$ cat src/rtl/reg_xfer_arbiter_pkg.sv
// Shared encodings and default widths for the swap-staged register transfer arbiter.
package reg_xfer_arbiter_pkg;

  localparam int unsigned XFER_DW   = 18;
  localparam int unsigned XFER_NREG = 4;
  localparam int unsigned XFER_IW   = 2;

  typedef enum logic [1:0] {
    OP_LOAD = 2'b00,
    OP_INC  = 2'b01,
    OP_DEC  = 2'b10,
    OP_ILL  = 2'b11
  } op_e;

  typedef enum logic [1:0] {
    IDLE   = 2'b00,
    STAGE  = 2'b01,
    COMMIT = 2'b10,
    DONE   = 2'b11
  } state_e;

endpackage

$ cat src/rtl/reg_xfer_arbiter_arb.sv
// Two-way round-robin grant; the pointer flips to the other requester whenever a grant is taken.
module rr_arb2 (
  input  logic       clk,
  input  logic       rst,
  input  logic [1:0] req,
  input  logic       grant_en,
  output logic       gnt_valid,
  output logic       gnt_id
);

  logic ptr_q, ptr_d;

  always_comb begin
    gnt_valid = |req;
    // On a tie the pointer decides; otherwise the lone requester wins.
    gnt_id    = (req == 2'b11) ? ptr_q : req[1];
    ptr_d     = ptr_q;
    if (grant_en && gnt_valid) ptr_d = ~gnt_id;
  end

  always_ff @(posedge clk or negedge rst) begin
    if (!rst) ptr_q <= 1'b0;
    else      ptr_q <= ptr_d;
  end

endmodule

$ cat src/rtl/reg_xfer_arbiter.sv
// Arbitrates two requesters onto one swap-staged register bank and sequences stage/commit.
module reg_xfer_arbiter
  import reg_xfer_arbiter_pkg::*;
#(
  parameter int unsigned NREG = XFER_NREG,
  parameter int unsigned DW   = XFER_DW,
  parameter int unsigned IW   = XFER_IW
) (
  input  logic            clk,
  input  logic            rst,
  input  logic            req0,
  input  logic [1:0]      op0,
  input  logic [IW-1:0]   idx0,
  input  logic [DW-1:0]   wdata0,
  input  logic            req1,
  input  logic [1:0]      op1,
  input  logic [IW-1:0]   idx1,
  input  logic [DW-1:0]   wdata1,
  output logic            ack0,
  output logic            ack1,
  output logic            err,
  output logic [NREG-1:0] en,
  output logic            inc,
  output logic            dec,
  output logic            swp1,
  output logic            swp2,
  output logic [DW-1:0]   bus4,
  output logic            busy,
  output state_e          dbg_state
);

  state_e        state_q, state_d;
  op_e           op_q, op_d;
  logic [IW-1:0] idx_q, idx_d;
  logic [DW-1:0] wdata_q, wdata_d;
  logic          id_q, id_d;
  logic          err_q, err_d;

  logic          gnt_valid, gnt_id, grant_en;
  logic [1:0]    sel_op;
  logic [IW-1:0] sel_idx;
  logic [DW-1:0] sel_wdata;
  logic          sel_err;
  logic [NREG-1:0] en_dec;
  logic [DW-1:0]   bus_val;

  assign grant_en = (state_q == IDLE);

  rr_arb2 u_arb (
    .clk       (clk),
    .rst       (rst),
    .req       ({req1, req0}),
    .grant_en  (grant_en),
    .gnt_valid (gnt_valid),
    .gnt_id    (gnt_id)
  );

  always_comb begin
    sel_op    = gnt_id ? op1    : op0;
    sel_idx   = gnt_id ? idx1   : idx0;
    sel_wdata = gnt_id ? wdata1 : wdata0;
    sel_err   = (sel_op == OP_ILL) || (int'(sel_idx) >= int'(NREG));

    state_d = state_q;
    op_d    = op_q;
    idx_d   = idx_q;
    wdata_d = wdata_q;
    id_d    = id_q;
    err_d   = err_q;
    case (state_q)
      IDLE: begin
        if (gnt_valid) begin
          op_d    = op_e'(sel_op);
          idx_d   = sel_idx;
          wdata_d = sel_wdata;
          id_d    = gnt_id;
          err_d   = sel_err;
          // Bad requests never touch the bank: skip straight to the ack.
          state_d = sel_err ? DONE : STAGE;
        end
      end
      STAGE:   state_d = COMMIT;
      COMMIT:  state_d = DONE;
      DONE:    state_d = IDLE;
      default: state_d = IDLE;
    endcase
  end

  always_ff @(posedge clk or negedge rst) begin
    if (!rst) begin
      state_q <= IDLE;
      op_q    <= OP_LOAD;
      idx_q   <= '0;
      wdata_q <= '0;
      id_q    <= 1'b0;
      err_q   <= 1'b0;
    end else begin
      state_q <= state_d;
      op_q    <= op_d;
      idx_q   <= idx_d;
      wdata_q <= wdata_d;
      id_q    <= id_d;
      err_q   <= err_d;
    end
  end

  // Strobes decode straight from flops so they settle well before the bank's negedge.
  always_comb begin
    en_dec  = NREG'(1) << idx_q;
    bus_val = (op_q == OP_LOAD) ? wdata_q : '0;

    en   = '0;
    inc  = 1'b0;
    dec  = 1'b0;
    swp1 = 1'b0;
    swp2 = 1'b1;
    bus4 = '0;
    ack0 = 1'b0;
    ack1 = 1'b0;
    err  = 1'b0;
    case (state_q)
      STAGE: begin
        en   = en_dec;
        swp1 = 1'b1;
        swp2 = 1'b0;
        bus4 = bus_val;
        inc  = (op_q == OP_INC);
        dec  = (op_q == OP_DEC);
      end
      COMMIT: begin
        en   = en_dec;
        swp2 = 1'b0;
        bus4 = bus_val;
      end
      DONE: begin
        ack0 = ~id_q;
        ack1 = id_q;
        err  = err_q;
      end
      default: ;
    endcase
  end

  assign busy      = (state_q != IDLE);
  assign dbg_state = state_q;

endmodule
$ cat config.mk
export PLATFORM = sky130hd
export DESIGN_NAME = reg_xfer_arbiter
export DESIGN_NICKNAME = d
export VERILOG_FILES = /design/src/rtl/reg_xfer_arbiter_pkg.sv /design/src/rtl/reg_xfer_arbiter_arb.sv /design/src/rtl/reg_xfer_arbiter.sv
export SDC_FILE = /design/constraint.sdc
export NUM_CORES = 1
export LEC_CHECK = 0
export BUFFER_PORTS_ARGS = -buffer_cell sky130_fd_sc_hd__buf_2
export CORE_UTILIZATION = 24
export CTS_CLUSTER_DIAMETER = 50
export DETAILED_ROUTE_END_ITERATION = 8
export HOLD_SLACK_MARGIN = 0.02
export PLACE_DENSITY = 0.54
export SYNTH_ARGS = -nofsm -noshare
export SYNTH_HDL_FRONTEND = slang
export SYNTH_SLANG_ARGS = --single-unit
$ cat constraint.sdc
create_clock -name clk -period 2.8 [get_ports clk]
set_clock_uncertainty 0.15 [all_clocks]
set_input_delay 0.42 -clock clk [delete_from_list [all_inputs] [get_ports clk]]
set_output_delay 0.42 -clock clk [all_outputs]
set_load 0.02 [all_outputs]
Word level (Yosys, flattened, before mapping)
Cells that the tools add are included.
{ "word_totals": {"output_inout_bits": 32, "in_bits": 48, "regBits": 27, "wordCells": 42} }
{ "op_classes": {"reduce_logical": 7, "shift": 1, "n_mux": 17, "n_bitwise": 2, "n_eq_ne": 8} }
{ "op_table": {"columns": ["op", "n"], "rows": [
  ["18-bit two-way mux", 3],
  ["2-bit == test (second input constant)", 5],
  ["1-bit two-way mux", 8],
  ["2-bit two-way mux", 4],
  ["2-bit one-hot mux with 4 select lines", 1],
  ["2-bit by 1-bit == test with 1-bit output (second input constant)", 2],
  ["2-bit logical NOT", 2],
  ["4-bit two-way mux", 1],
  ["2-bit OR reduction", 2],
  ["1-bit by 2-bit left shift with 4-bit output (first input constant)", 1],
  ["2-bit inequality test (second input constant)", 1],
  ["1-bit NOT", 2],
  ["2-bit AND reduction", 1],
  ["2-bit nonzero test", 1],
  ["1-bit logical AND", 1]
]} }

Longest topological paths before layout
{ "logic_depth": {"depth_word": 7, "mapped_depth": 7, "ltp_nobuf": 6} }

Modules after synthesis
A second synthesis with hierarchy kept.
{ "hier_totals": {"cells_unflattened": 158, "area_unflattened_um2": 1524.0} }
{ "modules_own_cells": {"columns": ["mod", "n_inst", "cells_each", "seq_area_each_um2", "area_each_um2"], "rows": [
  ["reg_xfer_arbiter", 1, 152, 650.6, 1470.2],
  ["rr_arb2", 1, 6, 25.0, 53.8]
]} }

Least setup slack after synthesis
No wires, ideal clock.
{ "synth_path": {"kind": "reg-to-output", "startpoint": "register state_q[0], in the netlist dbg_state[0]", "endpoint": "output bus4[10]", "arrival_ns": 1.701, "setup_slack_ns": 0.529, "path_stages_with_launch": 7, "path_buffers": 1, "required_time_ns": 2.230, "path_cell_list": "dfrtp_1 > inv_1 > ha_1 > inv_2 > nor3_4 > clkbuf_2 > and2_1"} }
{ "synth_via": {"elab_chain_len": 3, "word_cells_on_any_way": 4, "cone_classes": "eq/ne (2); mux (1); reduce/logical (1)"} }
{ "synth_rtl": {"columns": ["item", "line", "rtl"], "rows": [
  ["start, declared", "reg_xfer_arbiter.sv:32", "state_e state_q, state_d;"],
  ["start signal, assigned", "reg_xfer_arbiter.sv:98", "state_q <= state_d;"],
  ["2-bit == test / 2-bit by 1-bit == test with 1-bit output (equally long branches)", "reg_xfer_arbiter.sv:121", "case (state_q)"],
  ["2-bit OR reduction (no line) *", null, null],
  ["18-bit two-way mux *", "reg_xfer_arbiter.sv:121", null],
  ["end, declared", "reg_xfer_arbiter.sv:27", "output logic [DW-1:0] bus4,"]
]} }
Every way passes the cells marked *; elsewhere a longest branch is shown, timed or not.

Final worst setup path
{ "layout_path": {"startpoint": "register state_q[1], in the netlist dbg_state[1]", "endpoint": "output bus4[1]"} }
The elaborated chain is that of the path after synthesis.

==> reports/results.txt <==
Outcome = finished clean
Yosys reg bits = 27
# port buffers = 79
Distinct cells, synth = 27
Final instance area = 2010 um2
Inst Count DP = 288
Hold-fix buffers, CTS = 0
Syn avg cell area = 10.7 um2
Die Wd = 80.4 um
Root Driver = clkbuf_8
Post-Syn Area = 1480 um2
HP Class = input pin to asynchronous set/reset pin
Ant diodes = 0
Synth area leaders = dfrtp_1 46%, a22o_1 12%, a21o_1 11%
Die area = 6460 um2
DR WL/cell = 13.1 um
Placeable Area = 5920 um2
Iteration-0 DRC Markers = 49
First-pass GRT wire length = 6.05 mm
PD cells = 1120 nW/um2
Largest family of logic cells by synthesized area = compound AO/OA/AOI/OAI gates
Vias in the first global route = 1228
Number of buffers created by CTS = 3
Ports = 80
R2r worst-path depth = 7
Skew-Pair Late Insertion Delay = 0.26 ns
Post-DRT Antenna Nets = 0
Final Wtd Congestion = 0.758
Share of cells above drive strength 1 = 0.441
Clk slew on worst S/H paths = 0.09 ns
Adder-Cell Fraction of Synth Area = 0.0424
F_max = 425 MHz
Max-slew violations = 0
Worst Path Arrival = 1.78 ns
Tot Pwr = 2.26 mW
Synth Area in Compound Gates = 0.274
Die height = 80.4 um
Cell taking the most area after synthesis = dfrtp_1
Post-synth net total = 191
Sinks on Clock Net = 27
Final setup viols = 0
CTS Buffer Depth = 2
Critical Path RT = 2.23 ns
CTS H-tree lvls = 1
Routed vias/inst = 4.41
Peak supply drop = 0.000415 V
Fillers = 627
Least-Margin Pin Slew = 0.609 ns
Drt pass-1 iters = 4
Post-synthesis sequential area ratio = 0.458
CP Launch Type = flip-flop
Ys Warns = 0
Final period util = 0.840
Vias = 1302
Largest net degree at the start of global routing = 28
Minimum clock period = 2.35 ns
Leak Pwr = 1.21 nW
Mux cell area share after synthesis = 0.0212
CP endpoint kind = output port
HPWL after DPL = 2.75 mm
Post-Synth XOR/XNOR Area = 0
Total of max-cap violations = 0
DRT Wirelength = 3.86 mm
Gates resized, CTS repair = 0
Kind of critical path = flip-flop to output port
FP Rows = 28
Cells after Synth = 138
Area grow syn2layout = 36.5%
Nets@finish = 274
Fin cells = 295
Antenna violations before repair = 0
CTS tree = yes
Initial core utilization = 0.249
Total gr overflow = 0
Rel. slew slack = 0.594
Post-DP Area = 1940 um2
Synth top area share = 0.458
Total global-route track usage = 0.123
Final Hold Viols = 0
Core Util, Final = 0.340
Post-Synth Simple-Gate Area = 0.156
RSZ-0062 raised after global routing = false
Worst Path Max Fanout = 7
Post-route DRC = 0
Post-Route Setup TNS = 0 ns
==> critical path, stage by stage (launching register included) <==
cell and delay [ns]:
dfrtp_1 0.39, inv_1 0.11, ha_1 0.34, inv_2 0.08
nor3_4 0.14, buf_4 0.17, and2_1 0.13, buf_2 0.15
==> final timing paths <==
kind,slack [ns],start,endpoint
setup / recovery,0.45,dbg_state[1],bus4[1]
hold / removal,0.002,rst,err_q
setup reg to reg,0.99,dbg_state[1],wdata_q[7]
hold reg to reg,0.33,err_q,err_q
max in group asynchronous,2.10,rst,idx_q[1]
min in group clk,0.20,idx1[0],idx_q[0]
==> flip-flops by register name (all words and copies together), names as in the netlist <==
signal       cells
dbg_state        2
err_q            1
id_q             1
idx_q            2
op_q             2
u_arb.ptr_q      1
wdata_q         18
==> layout by cell type (no fill, tap or decap), drive strengths merged, types with 4 or more instances in the layout <==
master / count
dfrtp: 27
ha: 5
buf: 85
and2: 20
inv: 5
a22o: 20
o21ai: 7
nor2: 4
nand2: 9
a21o: 22
==> power breakdown <==
part	switching [mW]	internal [mW]
Clock	0.117	0.0995
Sequential	0.127	0.581
Combinational	0.747	0.588
==> through the flow <==
step                      setup slack, ns  hold WS (ns)
final                               0.449       0.00191
after global routing                0.291        0.0421
after CTS                          0.0573        0.0270
after detailed placement            0.372         0.320
after global placement              0.412         0.317
after floorplan                     0.529       -0.0256
==> cells by family (layout without fill, tap and decap cells) <==
logic type,after synthesis,in the layout
compound gates,51,51
fa+ha+maj,5,5
buf+inv,12,94
flops,27,27
mux,3,3
simple gates,40,40
==> routing by layer <==
metal  vias to the layer above  wire length [um]  global-route usage
met5                         -                 0                   0
met4                         0                15              0.0214
met3                         2               202              0.0273
met2                        44              1810               0.206
met1                       600              1830               0.164
li1                        656                 -                   -
==> layout make-up <==
type | instances | area [um2] | share of cell area
sequential | 27 | 676 | 0.336
clock inverter | 1 | 5.00 | 0.00249
clock buffer | 3 | 41.3 | 0.0205
timing repair buffer | 85 | 440 | 0.219
multi-input combinational | 99 | 738 | 0.367
inverter | 5 | 18.8 | 0.00932
tap | 75 | 93.8 | 0.0466
==> what timing repair did <==
item	CTS	global route
setup buffers	0	3
setup endpoints to repair	0	18
endpoints found under the hold margin	0	0
==> cell usage after synthesis <==
cell and number:
dfrtp_1 27, a21o_1 22, a22o_1 20, and2_1 20
nand2_1 9, ha_1 5, nor2_1 4, o21ai_0 4
inv_1 3, buf_2 2, buf_4 2, buf_6 2
inv_2 2, mux2i_1 2, o21ai_2 2, a211oi_2 1
and3_1 1, and3b_1 1, clkbuf_2 1, mux2_2 1
nor2b_1 1, nor3_1 1, nor3_4 1, nor3b_1 1
o21ai_1 1, o221ai_1 1, or3_1 1
Power figures use the tool's default switching activity.
